`config.mk`:
```
export PLATFORM = sky130hd
export DESIGN_NAME = fetch_stage
export DESIGN_NICKNAME = d
export VERILOG_FILES = /design/src/rtl/proc_pkg.sv /design/src/rtl/fetch_skid_buf.sv /design/src/rtl/fetch_stage.sv
export SDC_FILE = /design/constraint.sdc
export NUM_CORES = 1
export LEC_CHECK = 0
export CORE_MARGIN = 1
export CORE_UTILIZATION = 56
export CTS_CLUSTER_DIAMETER = 30
export DETAILED_ROUTE_END_ITERATION = 10
export HOLD_SLACK_MARGIN = 0.03
export PLACE_DENSITY = 0.86
export SLEW_MARGIN = 20
export SYNTH_ARGS = -nofsm -noshare
export SYNTH_HDL_FRONTEND = slang
export SYNTH_SLANG_ARGS = --single-unit
export TNS_END_PERCENT = 10
```
`constraint.sdc`:
```
create_clock -name clk -period 4.5 [get_ports clk]
set_input_delay 0.675 -clock clk [delete_from_list [all_inputs] [get_ports clk]]
set_output_delay 0.675 -clock clk [all_outputs]
set_load 0.05 [all_outputs]
```
`src/rtl/proc_pkg.sv`:
```
// Shared processor package: datapath widths, reset PC and fetch FSM states.
// Imported by the fetch stage and reused by decode and later stages.
package proc_pkg;

    localparam int ADDRESS_SIZE = 32;
    localparam int INSTR_BYTES  = 4;

    localparam logic [ADDRESS_SIZE-1:0] RESET_PC = 32'h0000_0000;

    typedef enum logic [1:0] {
        IDLE,
        FETCH,
        WAIT,
        HOLD
    } fetch_state_e;

endpackage

```
`src/rtl/fetch_skid_buf.sv`:
```
// One-entry instruction+PC holding buffer used by the fetch stage
// when a response returns while decode is stalled on the previous word.
module fetch_skid_buf #(
    parameter int WIDTH = 32
) (
    input  logic             clk,
    input  logic             rst_n,
    input  logic             load_i,
    input  logic             drain_i,
    input  logic             clear_i,
    input  logic [WIDTH-1:0] data_i,
    input  logic [WIDTH-1:0] pc_i,
    output logic             valid_o,
    output logic [WIDTH-1:0] data_o,
    output logic [WIDTH-1:0] pc_o
);

    logic             valid_q;
    logic [WIDTH-1:0] data_q;
    logic [WIDTH-1:0] pc_q;

    // Capture on load; drain or clear empties the entry, load wins.
    always_ff @(posedge clk or negedge rst_n) begin
        if (!rst_n) begin
            valid_q <= 1'b0;
            data_q  <= '0;
            pc_q    <= '0;
        end else begin
            if (clear_i || drain_i) begin
                valid_q <= 1'b0;
            end
            if (load_i) begin
                valid_q <= 1'b1;
                data_q  <= data_i;
                pc_q    <= pc_i;
            end
        end
    end

    assign valid_o = valid_q;
    assign data_o  = data_q;
    assign pc_o    = pc_q;

endmodule

```
`src/rtl/fetch_stage.sv`:
```
// Instruction fetch stage: PC, single outstanding imem request, skid, redirect.
// Optional macro FETCH_STALL_CNT_EN adds the fetch_stall_cycles counter port.
module fetch_stage
    import proc_pkg::*;
#(
    parameter int                        ADDRESS_SIZE = proc_pkg::ADDRESS_SIZE,
    parameter logic [ADDRESS_SIZE-1:0]   RESET_PC     = proc_pkg::RESET_PC,
    parameter int                        PC_STEP      = proc_pkg::INSTR_BYTES
) (
    input  logic                    clk,
    input  logic                    rst_n,
    output logic                    imem_req_valid,
    output logic [ADDRESS_SIZE-1:0] imem_req_addr,
    input  logic                    imem_req_ready,
    input  logic                    imem_resp_valid,
    input  logic [ADDRESS_SIZE-1:0] imem_resp_data,
    input  logic                    redirect_valid,
    input  logic [ADDRESS_SIZE-1:0] redirect_pc,
    input  logic                    id_stall,
    output logic                    if_valid,
    output logic [ADDRESS_SIZE-1:0] if_instruction,
    output logic [ADDRESS_SIZE-1:0] if_pc
`ifdef FETCH_STALL_CNT_EN
    ,
    output logic [31:0]             fetch_stall_cycles
`endif
);

    fetch_state_e state_q, state_d;

    logic [ADDRESS_SIZE-1:0] pc_q, pc_d;
    logic [ADDRESS_SIZE-1:0] pend_q, pend_d;
    logic                    kill_q, kill_d;

    logic                    req_valid_q, req_valid_d;
    logic [ADDRESS_SIZE-1:0] req_addr_q, req_addr_d;

    logic                    if_valid_q, if_valid_d;
    logic [ADDRESS_SIZE-1:0] if_instr_q, if_instr_d;
    logic [ADDRESS_SIZE-1:0] if_pc_q, if_pc_d;

    logic                    skid_load;
    logic                    skid_drain;
    logic                    skid_clear;
    logic                    skid_valid;
    logic [ADDRESS_SIZE-1:0] skid_data;
    logic [ADDRESS_SIZE-1:0] skid_pc;

    logic [ADDRESS_SIZE-1:0] redir_tgt;
    logic                    slot_free;

    // Redirect targets are word aligned; the low two bits are dropped.
    assign redir_tgt = redirect_pc & ~(ADDRESS_SIZE'(3));
    assign slot_free = !if_valid_q || !id_stall;

    fetch_skid_buf #(
        .WIDTH (ADDRESS_SIZE)
    ) u_skid (
        .clk     (clk),
        .rst_n   (rst_n),
        .load_i  (skid_load),
        .drain_i (skid_drain),
        .clear_i (skid_clear),
        .data_i  (imem_resp_data),
        .pc_i    (pend_q),
        .valid_o (skid_valid),
        .data_o  (skid_data),
        .pc_o    (skid_pc)
    );

    // Next-state, PC, kill and output-slot logic.
    always_comb begin
        state_d    = state_q;
        pc_d       = pc_q;
        pend_d     = pend_q;
        kill_d     = kill_q;
        if_valid_d = if_valid_q;
        if_instr_d = if_instr_q;
        if_pc_d    = if_pc_q;
        skid_load  = 1'b0;
        skid_drain = 1'b0;
        skid_clear = 1'b0;

        if (if_valid_q && !id_stall) begin
            if_valid_d = 1'b0;
        end

        unique case (state_q)
            IDLE: begin
                state_d = FETCH;
                if (redirect_valid) begin
                    pc_d = redir_tgt;
                end
            end
            FETCH: begin
                if (redirect_valid) begin
                    pc_d       = redir_tgt;
                    if_valid_d = 1'b0;
                    skid_clear = 1'b1;
                    if (imem_req_ready) begin
                        kill_d  = 1'b1;
                        state_d = WAIT;
                    end
                end else if (imem_req_ready) begin
                    pend_d  = pc_q;
                    pc_d    = pc_q + ADDRESS_SIZE'(PC_STEP);
                    state_d = WAIT;
                end
            end
            WAIT: begin
                if (redirect_valid) begin
                    pc_d       = redir_tgt;
                    if_valid_d = 1'b0;
                    skid_clear = 1'b1;
                    if (imem_resp_valid) begin
                        kill_d  = 1'b0;
                        state_d = FETCH;
                    end else begin
                        kill_d = 1'b1;
                    end
                end else if (imem_resp_valid) begin
                    if (kill_q) begin
                        kill_d  = 1'b0;
                        state_d = FETCH;
                    end else if (slot_free) begin
                        if_valid_d = 1'b1;
                        if_instr_d = imem_resp_data;
                        if_pc_d    = pend_q;
                        state_d    = FETCH;
                    end else begin
                        skid_load = 1'b1;
                        state_d   = HOLD;
                    end
                end
            end
            HOLD: begin
                if (redirect_valid) begin
                    pc_d       = redir_tgt;
                    if_valid_d = 1'b0;
                    skid_clear = 1'b1;
                    state_d    = FETCH;
                end else if (!id_stall) begin
                    if_valid_d = skid_valid;
                    if_instr_d = skid_data;
                    if_pc_d    = skid_pc;
                    skid_drain = 1'b1;
                    state_d    = FETCH;
                end
            end
            default: begin
                state_d = IDLE;
            end
        endcase

        req_valid_d = (state_d == FETCH);
        req_addr_d  = pc_d;
    end

    // State, PC and registered output bank.
    always_ff @(posedge clk or negedge rst_n) begin
        if (!rst_n) begin
            state_q     <= IDLE;
            pc_q        <= RESET_PC;
            pend_q      <= '0;
            kill_q      <= 1'b0;
            req_valid_q <= 1'b0;
            req_addr_q  <= '0;
            if_valid_q  <= 1'b0;
            if_instr_q  <= '0;
            if_pc_q     <= '0;
        end else begin
            state_q     <= state_d;
            pc_q        <= pc_d;
            pend_q      <= pend_d;
            kill_q      <= kill_d;
            req_valid_q <= req_valid_d;
            req_addr_q  <= req_addr_d;
            if_valid_q  <= if_valid_d;
            if_instr_q  <= if_instr_d;
            if_pc_q     <= if_pc_d;
        end
    end

    assign imem_req_valid = req_valid_q;
    assign imem_req_addr  = req_addr_q;
    assign if_valid       = if_valid_q;
    assign if_instruction = if_instr_q;
    assign if_pc          = if_pc_q;

`ifdef FETCH_STALL_CNT_EN
    logic [31:0] stall_cnt_q, stall_cnt_d;

    // Saturating count of cycles lost to decode back-pressure.
    always_comb begin
        stall_cnt_d = stall_cnt_q;
        if ((if_valid_q && id_stall) || state_q == HOLD) begin
            if (stall_cnt_q != '1) begin
                stall_cnt_d = stall_cnt_q + 32'd1;
            end
        end
    end

    // Stall counter register.
    always_ff @(posedge clk or negedge rst_n) begin
        if (!rst_n) begin
            stall_cnt_q <= '0;
        end else begin
            stall_cnt_q <= stall_cnt_d;
        end
    end

    assign fetch_stall_cycles = stall_cnt_q;
`else
    // Stall counter absent in this build.
`endif

endmodule

```
## Yosys cells after proc, flatten, opt, wreduce, memory -nomap -nowiden

Index checks and enable logic that the tools add are counted.

- Register bits after elaboration: 198
- Bits of input ports: 70
- Output and inout port bits: 98
- Word-level logic and storage cells: 97

- Add/sub/neg operators: 1
- Eq/ne operators: 15
- Mux-type cells: 54
- Bitwise logic cells: 1
- Reduce and logical (&&, ||, !) cells: 15

Operators with widths:

| cell | count |
|---|---|
| 32-bit two-way mux | 15 |
| 32-bit case mux with 2 select lines | 3 |
| 32-bit by 3-bit adder with 32-bit output (second input constant) | 1 |
| 1-bit two-way mux | 25 |
| 2-bit two-way mux | 8 |
| 2-bit != test (second input constant) | 8 |
| 2-bit case mux with 4 select lines | 1 |
| 7-bit AND reduction | 1 |
| 3-bit != test (second input constant) | 2 |
| 2-bit nonzero test | 3 |
| 3-bit OR reduction | 2 |
| 2-bit by 1-bit equality test with 1-bit output (second input constant) | 2 |
| 2-bit equality test (second input constant) | 2 |
| 4-bit AND reduction | 1 |
| 1-bit case mux with 3 select lines | 1 |
| 3-bit AND reduction | 1 |
| 1-bit logical NOT | 2 |
| 2-bit logical NOT | 1 |
| 1-bit logical OR | 2 |
| 2-bit by 1-bit != test with 1-bit output (second input constant) | 1 |
| 1-bit case mux with 2 select lines | 1 |
| 2-bit AND reduction | 1 |
| 1-bit logical AND | 1 |
| 1-bit NOT | 1 |

## Depth between registers and ports, before layout

Gate-level depths: netlist (run 1).

- Word-level depth: 8
- Gate-level depth with buffers: 7
- Depth with buffers taken out: 5

## Cells and area by module

Synthesis (run 1) repeated with hierarchy kept, for this count alone.

- Cells, all modules: 747
- Area, all modules: 8839.7 um^2

By module, submodules not included:

| module | times used | cells an instance | area each (um^2) | seq. area each (um^2) |
|---|---|---|---|---|
| fetch_stage | 1 | 609 | 6224.7 | 3228.1 |
| fetch_skid_buf | 1 | 138 | 2615.0 | 1626.6 |

## Worst setup path before layout (run 1)

OpenSTA, ideal clock, no wires.

- Kind: reg-to-reg
- Start: register imem_req_addr[2] (netlist name)
- End: register req_addr_q[24] (netlist: imem_req_addr[24])
- Library setup time: 0.082 ns
- Arrival: 2.264 ns
- Data required time: 4.418 ns
- Path slack: 2.154 ns
- Stages on the path, launching flop included: 6
- Path buffers: 0
- Clock period less this slack: 2.346 ns
- Path through: dfrtp_1 > ha_1 > nand3_1 > or4_1 > or4_1 > a31oi_1

RTL lines:

| item | line | text |
|---|---|---|
| to (signal assigned) | fetch_stage.sv:177 | `req_addr_q <= req_addr_d;` |
| to (decl) | fetch_stage.sv:36 | `logic [ADDRESS_SIZE-1:0] req_addr_q, req_addr_d;` |

## Worst setup path in the final report (run 1)

- Start: register state_q[0]
- End: register req_addr_q[30] (netlist: imem_req_addr[30])

- Cells in the longest elaborated chain, start to end: 4
- Elaborated cells on any way between the ends: 9
- Classes of those cells: eq/ne (5); mux (1); reduce/logical (3)

Ends and longest elaborated chain:

| item | line | text |
|---|---|---|
| from (decl) | fetch_stage.sv:29 | `fetch_state_e state_q, state_d;` |
| from (signal assigned) | fetch_stage.sv:172 | `state_q <= state_d;` |
| 2-bit equality test / 2-bit logical NOT (equally long branches) | fetch_stage.sv:88 | `unique case (state_q)` |
| 3-bit OR reduction (no line) | -- |  |
| 2-bit by 1-bit != test with 1-bit output (no line) | -- |  |
| 2-bit AND reduction (no line) | -- |  |

Several ways; a longest one is shown, not always the timed one.
A chain may end at the register's enable or synchronous reset.

==> key figures, run 1 <==
Worst setup path
  • Worst-path cell chain: nand3b_1 > or4_1 > or4_1 > a31oi_1
  • Critical path capture point type: register
  • Crit Path Class: reg -> reg
  • CP required: 4.84 ns
  • Crit-path leading delay family: simple AND/OR/NAND/NOR gates
  • Worst-path maximum fanout: 17
  • Slowest stage delay, CP: 0.72 ns
  • Crit path arrival time: between 2 and 3 ns
  • Slowest library cell on the worst path: dfrtp_1
  • CP Buf/Inv Count: 0
  • Crit start category: register
  • CP dominant cell by count: or4_1

GRT
  • GRT overflow: 0
  • First-pass GRT wire length: roughly 32 mm
  • Vias in the first global route: 6389
  • GRT Total Usage: 0.262
  • Largest net degree at the start of global routing: 114
  • Initial antenna violation count: 1

Detailed routing
  • Post-DR wirelength/cell: 18.0 µm
  • DR vias/cell: 5.94
  • Post-Route WL: 19.6 mm
  • DRC Markers: 14
  • Vias: 6467
  • First-pass detailed-route iteration total: 8
  • Initial DRC count: 491
  • Final ANT Viol Nets: 0

Timing
  • Setup_tns: 0 ns
  • Worst slew margin: 0.261
  • Worst-Margin Slew: 1.10 ns
  • Final setup violation count: 0
  • Period minus WS final: 2.55 ns
  • Endpoints failing hold: 0
  • Clk_skew: 0.00752 ns
  • Period utilization: 0.567
  • Final max-slew violation count: 0
  • F_max: 392 MHz
  • RSZ-0062 raised after global routing: no

Cells and area
  • Area growth, synth to finish: 28.0%
  • Final nets: 962
  • Ratio of cells with drive above 1 in the final layout: 0.158
  • Design area: about 11000 µm²

Power
  • Leakage power: 5.08 nW
  • Peak supply drop: 450 µV
  • Power consumption: 7.68 mW
  • PwrDens: 703 nW/µm²

Floorplanning
  • Die Y: 125 µm
  • Core area: 14700 µm²
  • Ports: 168
  • Die ar.: 15700 µm²
  • # rows: 44
  • Initial Util: 0.580
  • Die Width: 125 µm

Yosys
  • Commonest cells in the netlist: 190 x dfrtp_1, 91 x mux2_2, 89 x nand2_1
  • Most frequent cell after synthesis: dfrtp_1
  • Ys async rst share: 1.00
  • Top post-synthesis cells by area: dfrtp_1 56%, mux2_2 12%, mux2i_1 7.3%
  • Sequential area share after synthesis: 0.557
  • Yosys warnings: 0
  • Post-synth EDFFs: 0
  • Top-area cell type share of the netlist area: 0.557
  • FF+latch count, synth: 190
  • Area leader, netlist: dfrtp_1
  • Post-Syn Area per Cell: 11.4 µm²
  • Netlist Area Pre-Place: 8530 µm²
  • Post-synth top flop: dfrtp_1
  • Synth Instances: 750
  • Yosys cell types: 63

CTS
  • Reg clk slew, reported paths: 0.07 ns
  • CTS tree: yes
  • Post-CTS sizing: 0
  • CTS Buffer Depth: 2
  • Hold Buf Count CTS: 0
  • Root buffer cell: clkbuf_16
  • Total CTS buffers: 17
  • Setup Buffers After CTS: 0
  • Worst-Skew Late Latency: 0.43 ns
  • Clock sink count: 190
  • CTS H-Tree Depth: 4

Placement
  • I/O Buffers: 161
  • DPL Wire Length: 13.0 mm
  • Post-DP Area: ~10000 µm²
  • GP Congestion: around 0.9

Outcome
  • Violations in the final reports: design-rule violations
  • Status: finished, violations left

Hold path
  • Min-Delay Path Class: in -> async

Run
  • Max-cap violations: 0
-- where the power goes --
part | total (mW) | internal [mW] | switching (mW)
sequential | 2.71 | 2.22 | 0.493
clock | 1.55 | 0.923 | 0.629
combinational | 3.42 | 1.23 | 2.19
total | 7.68 | 4.37 | 3.31
-- worst register-to-register path, stage by stage (launching register included) --
cell      delay (ns)
dfrtp_1         0.72
nand3b_1        0.39
or4_1           0.72
or4_1           0.45
a31oi_1         0.20
-- cell type report --
type / count / area [µm²]
flip-flops and latches: 190 / 4750
fillers: 1015 / 3780
multi-input cells: 502 / 3580
repair buffers: 172 / 1710
clock buffers: 24 / 482
well taps: 184 / 230
clock inverters: 8 / 131
inverters: 8 / 30.0
diodes: 1 / 2.50
-- logic make-up (layout without fill, tap and decap cells) --
| family | after synthesis | after routing | share of synthesized area |
|---|---|---|---|
| AND/OR/NAND/NOR | 189 | 189 | 0.106 |
| buffers and inverters | 61 | 212 | 0.0302 |
| multiplexers | 153 | 153 | 0.193 |
| other | 1 | 5 | 0.000440 |
| adder cells (fa/ha/maj) | 1 | 1 | 0.00147 |
| AO/OA/AOI/OAI | 153 | 153 | 0.109 |
| XOR/XNOR | 2 | 2 | 0.00205 |
| flip-flops | 190 | 190 | 0.557 |
-- through the flow --
step / setup slack, ns / hold slack (ns) / utilization / cells
finish: 1.95 / 0.375 / 0.743 / 1089
floorplan: 2.15 / 0.379 / - / 753
CTS: 1.95 / 0.420 / 0.742 / 1088
detailed placement: 1.58 / 0.470 / 0.700 / 1056
global placement: 1.63 / 0.459 / 0.700 / 1056
global route: 1.81 / 0.456 / 0.743 / 1089
-- final timing paths --
kind | start | endpoint | slack [ns] | depth (start not counted)
max | state_q[0] | imem_req_addr[30] | 1.95 | 4
min reg2reg | if_instruction[29] | if_instruction[29] | 0.48 | 2
max reg2reg | state_q[0] | imem_req_addr[30] | 1.95 | 4
min in group clk | if_instruction[29] | if_instruction[29] | 0.48 | 2
max in group asynchronous | rst_n | u_skid.pc_o[2] | 3.20 | 2
min | rst_n | if_instruction[2] | 0.38 | 1
-- routing by layer --
metal  vias to the layer above  wire length [µm]  GRT usage
li1                       2987                 -          -
met2                       286              9380      0.423
met1                      3155              8510      0.354
met4                         0               442      0.104
met5                         -                 0          0
met3                        39              1300     0.0428
-- state kept, by name, summed over array words and instances, names as in the netlist --
signal,flops
kill_q,1
u_skid.data_o,32
if_valid,1
imem_req_valid,1
if_pc,30
u_skid.valid_o,1
imem_req_addr,30
state_q,2
if_instruction,32
u_skid.pc_o,30
pend_q,30
-- layout by cell type, fill, tap and decap left out, types with 6 or more instances in the layout --
cell type          n
nand4_1            9
mux2i_1           62
dfrtp_1          190
nor3_1             6
or3_1              7
nand2_1           88
buf_4             10
clkbuf_16         17
o31ai_1            6
mux2_2            91
nand3_1           17
nor2_1            28
or4_1              6
clkdlybuf4s50_1  160
inv_1              7
o21ai_0           78
a31oi_1           12
a21oi_1           17
(Power assumes the default switching activity.)
==> inputs of run 2 (changes only) <==
Settings changed: CORE_UTILIZATION 56 to 47, PLACE_DENSITY 0.86 to 0.77.
Clock period 4.5 ns to 2.3 ns, I/O delays scaled along.
==> key figures, run 2 (synthesized netlist as in run 1, its figures left out) <==
Power
  • PwrDens: 1350 nW/µm²
  • Logic pwr share: 0.473
  • Psw: approximately 6.5 mW
  • Pint: 8.71 mW
  • Clock power share: 0.193
  • Reg power frac: 0.334
  • Leakage power: 5.31 nW
  • Peak supply drop: just over 900 µV
  • Sw Share: 0.429

Detailed routing
  • Final ANT Viol Nets: 0
  • First-pass detailed-route iteration total: 5
  • Vias: roughly 6500
  • Initial DRC count: 355
  • Post-DR wirelength/cell: approximately 17 µm
  • DR vias/cell: around 5.6
  • DRC Markers: 0
  • Post-Route WL: 20.2 mm

Cells and area
  • Most frequent cells in the layout: 188 x dfrtp_1, 160 x clkdlybuf4s50_1, 91 x mux2_2
  • N_diodes: 0
  • Final nets: 1002
  • Design area: 11300 µm²
  • Area growth, synth to finish: 32.8%
  • Ratio of cells with drive above 1 in the final layout: 0.197
  • Commonest non-fill, non-tap cell in the layout: dfrtp_1

Timing
  • Period minus WS final: 2.17 ns
  • Worst-Margin Slew: 0.644 ns
  • PnR worst setup slack: 0.132 ns
  • Setup_tns: 0 ns
  • RSZ-0062 raised after global routing: no
  • Worst slew margin: 0.571
  • Clk_skew: 0.0135 ns
  • Final setup violation count: 0
  • Period utilization: 0.943
  • Endpoints failing hold: 0
  • Final max-slew violation count: 0
  • F_max: 461 MHz

Worst setup path
  • FF-to-FF Start: imem_req_addr[3]
  • Crit start category: register
  • Reg-to-reg slack, setup: ~0.16 ns
  • Crit path arrival time: 1.82 ns
  • Worst Setup SP: imem_req_addr[12]
  • Worst-path maximum fanout: 5
  • Crit Path Class: reg -> out
  • CP required: 1.96 ns
  • Critical path capture point type: output port

Placement
  • DPL Wire Length: around 14 mm
  • I/O Buffers: 161
  • GP Congestion: 0.903
  • Post-DP Area: 10700 µm²
  • Dpl ws: 0.0105 ns

CTS
  • CTS Buffer Depth: 2
  • Total CTS buffers: 17
  • CTS tree: yes
  • Clock sink count: 190
  • CTS H-Tree Depth: 4
  • Reg clk slew, reported paths: 0.07 ns
  • Worst-Skew Late Latency: between 0.4 and 0.5 ns
  • Root buffer cell: clkbuf_16

GRT
  • Initial antenna violation count: 0
  • Grt met1 use: 0.322
  • GRT Max-Usage Layer: met2
  • Vias in the first global route: 6423
  • Largest net degree at the start of global routing: 115
  • First-pass GRT wire length: 32.9 mm
  • GRT overflow: 0
  • GR Layer Usage met3: 0.0385
  • Met2 Use GR: 0.359
  • GRT Total Usage: 0.229

Floorplanning
  • # rows: 48
  • Core area: approximately 18000 µm²
  • Ports: 168
  • Die Y: approximately 140 µm
  • Die ar.: 18700 µm²
  • Die Width: 137 µm
  • Initial Util: 0.486

Hold path
  • Min-Delay Path Class: reg -> reg
  • Hold_sp: if_pc[7]

Outcome
  • Status: complete, no violations

Run
  • Max-cap violations: 0
run 2: critical path, cell delays in order, from the launching register on:
cell	delay, ns
dfrtp_1	0.41
buf_4	0.18
clkdlybuf4s50_1	0.80
run 2: layer usage:
metal,share of wire,up-vias
met5,0,-
met4,0.017,0
met3,0.063,28
met2,0.46,259
met1,0.46,3158
li1,-,3071
run 2: cell type report:
cell class              count  area [µm²]
fillers                  1379        6200
flip-flops and latches    190        4760
multi-input cells         502        3570
repair buffers            212        2100
clock buffers              22         484
well taps                 225         282
clock inverters             9         109
inverters                   8        30.0
run 2: path summary, 6_finish.rpt:
| path | to | depth (start not counted) |
|---|---|---|
| setup / recovery | imem_req_addr[12] | 2 |
| hold / removal | if_pc[7] | 2 |
| setup reg to reg | imem_req_addr[30] | 5 |
| hold reg to reg | if_pc[7] | 2 |
| max in group asynchronous | if_pc[3] | 3 |
| min in group asynchronous | imem_req_addr[27] | 2 |
run 2: timing repair:
action | 4_1_cts | 5_1_grt
resized for setup | 0 | 0
hold buffers | 1 | 0
setup endpoints to repair | 0 | 0
hold endpoints to repair | 66 | 0
buffers inserted | 0 | 0
run 2: through the flow:
stage	total power [mW]	instances	hold slack [ns]	util
global placement	12.2	1136	0.419	0.612
CTS	15.3	1168	0.471	0.646
detailed placement	12.4	1136	0.420	0.612
global route	16.0	1168	0.501	0.646
floorplan	9.67	753	0.0494	-
finish	15.2	1168	0.476	0.646
run 2: power groups by stage:
stage	Sequential, mW	Clock (mW)	Combinational, mW
6_report	5.09	2.94	7.21
5_1_grt	5.24	3.12	7.66
4_1_cts	5.10	3.00	7.24
3_5_place_dp	5.15	0	7.21
3_3_place_gp	5.10	0	7.10
2_1_floorplan	7.45	0	2.21
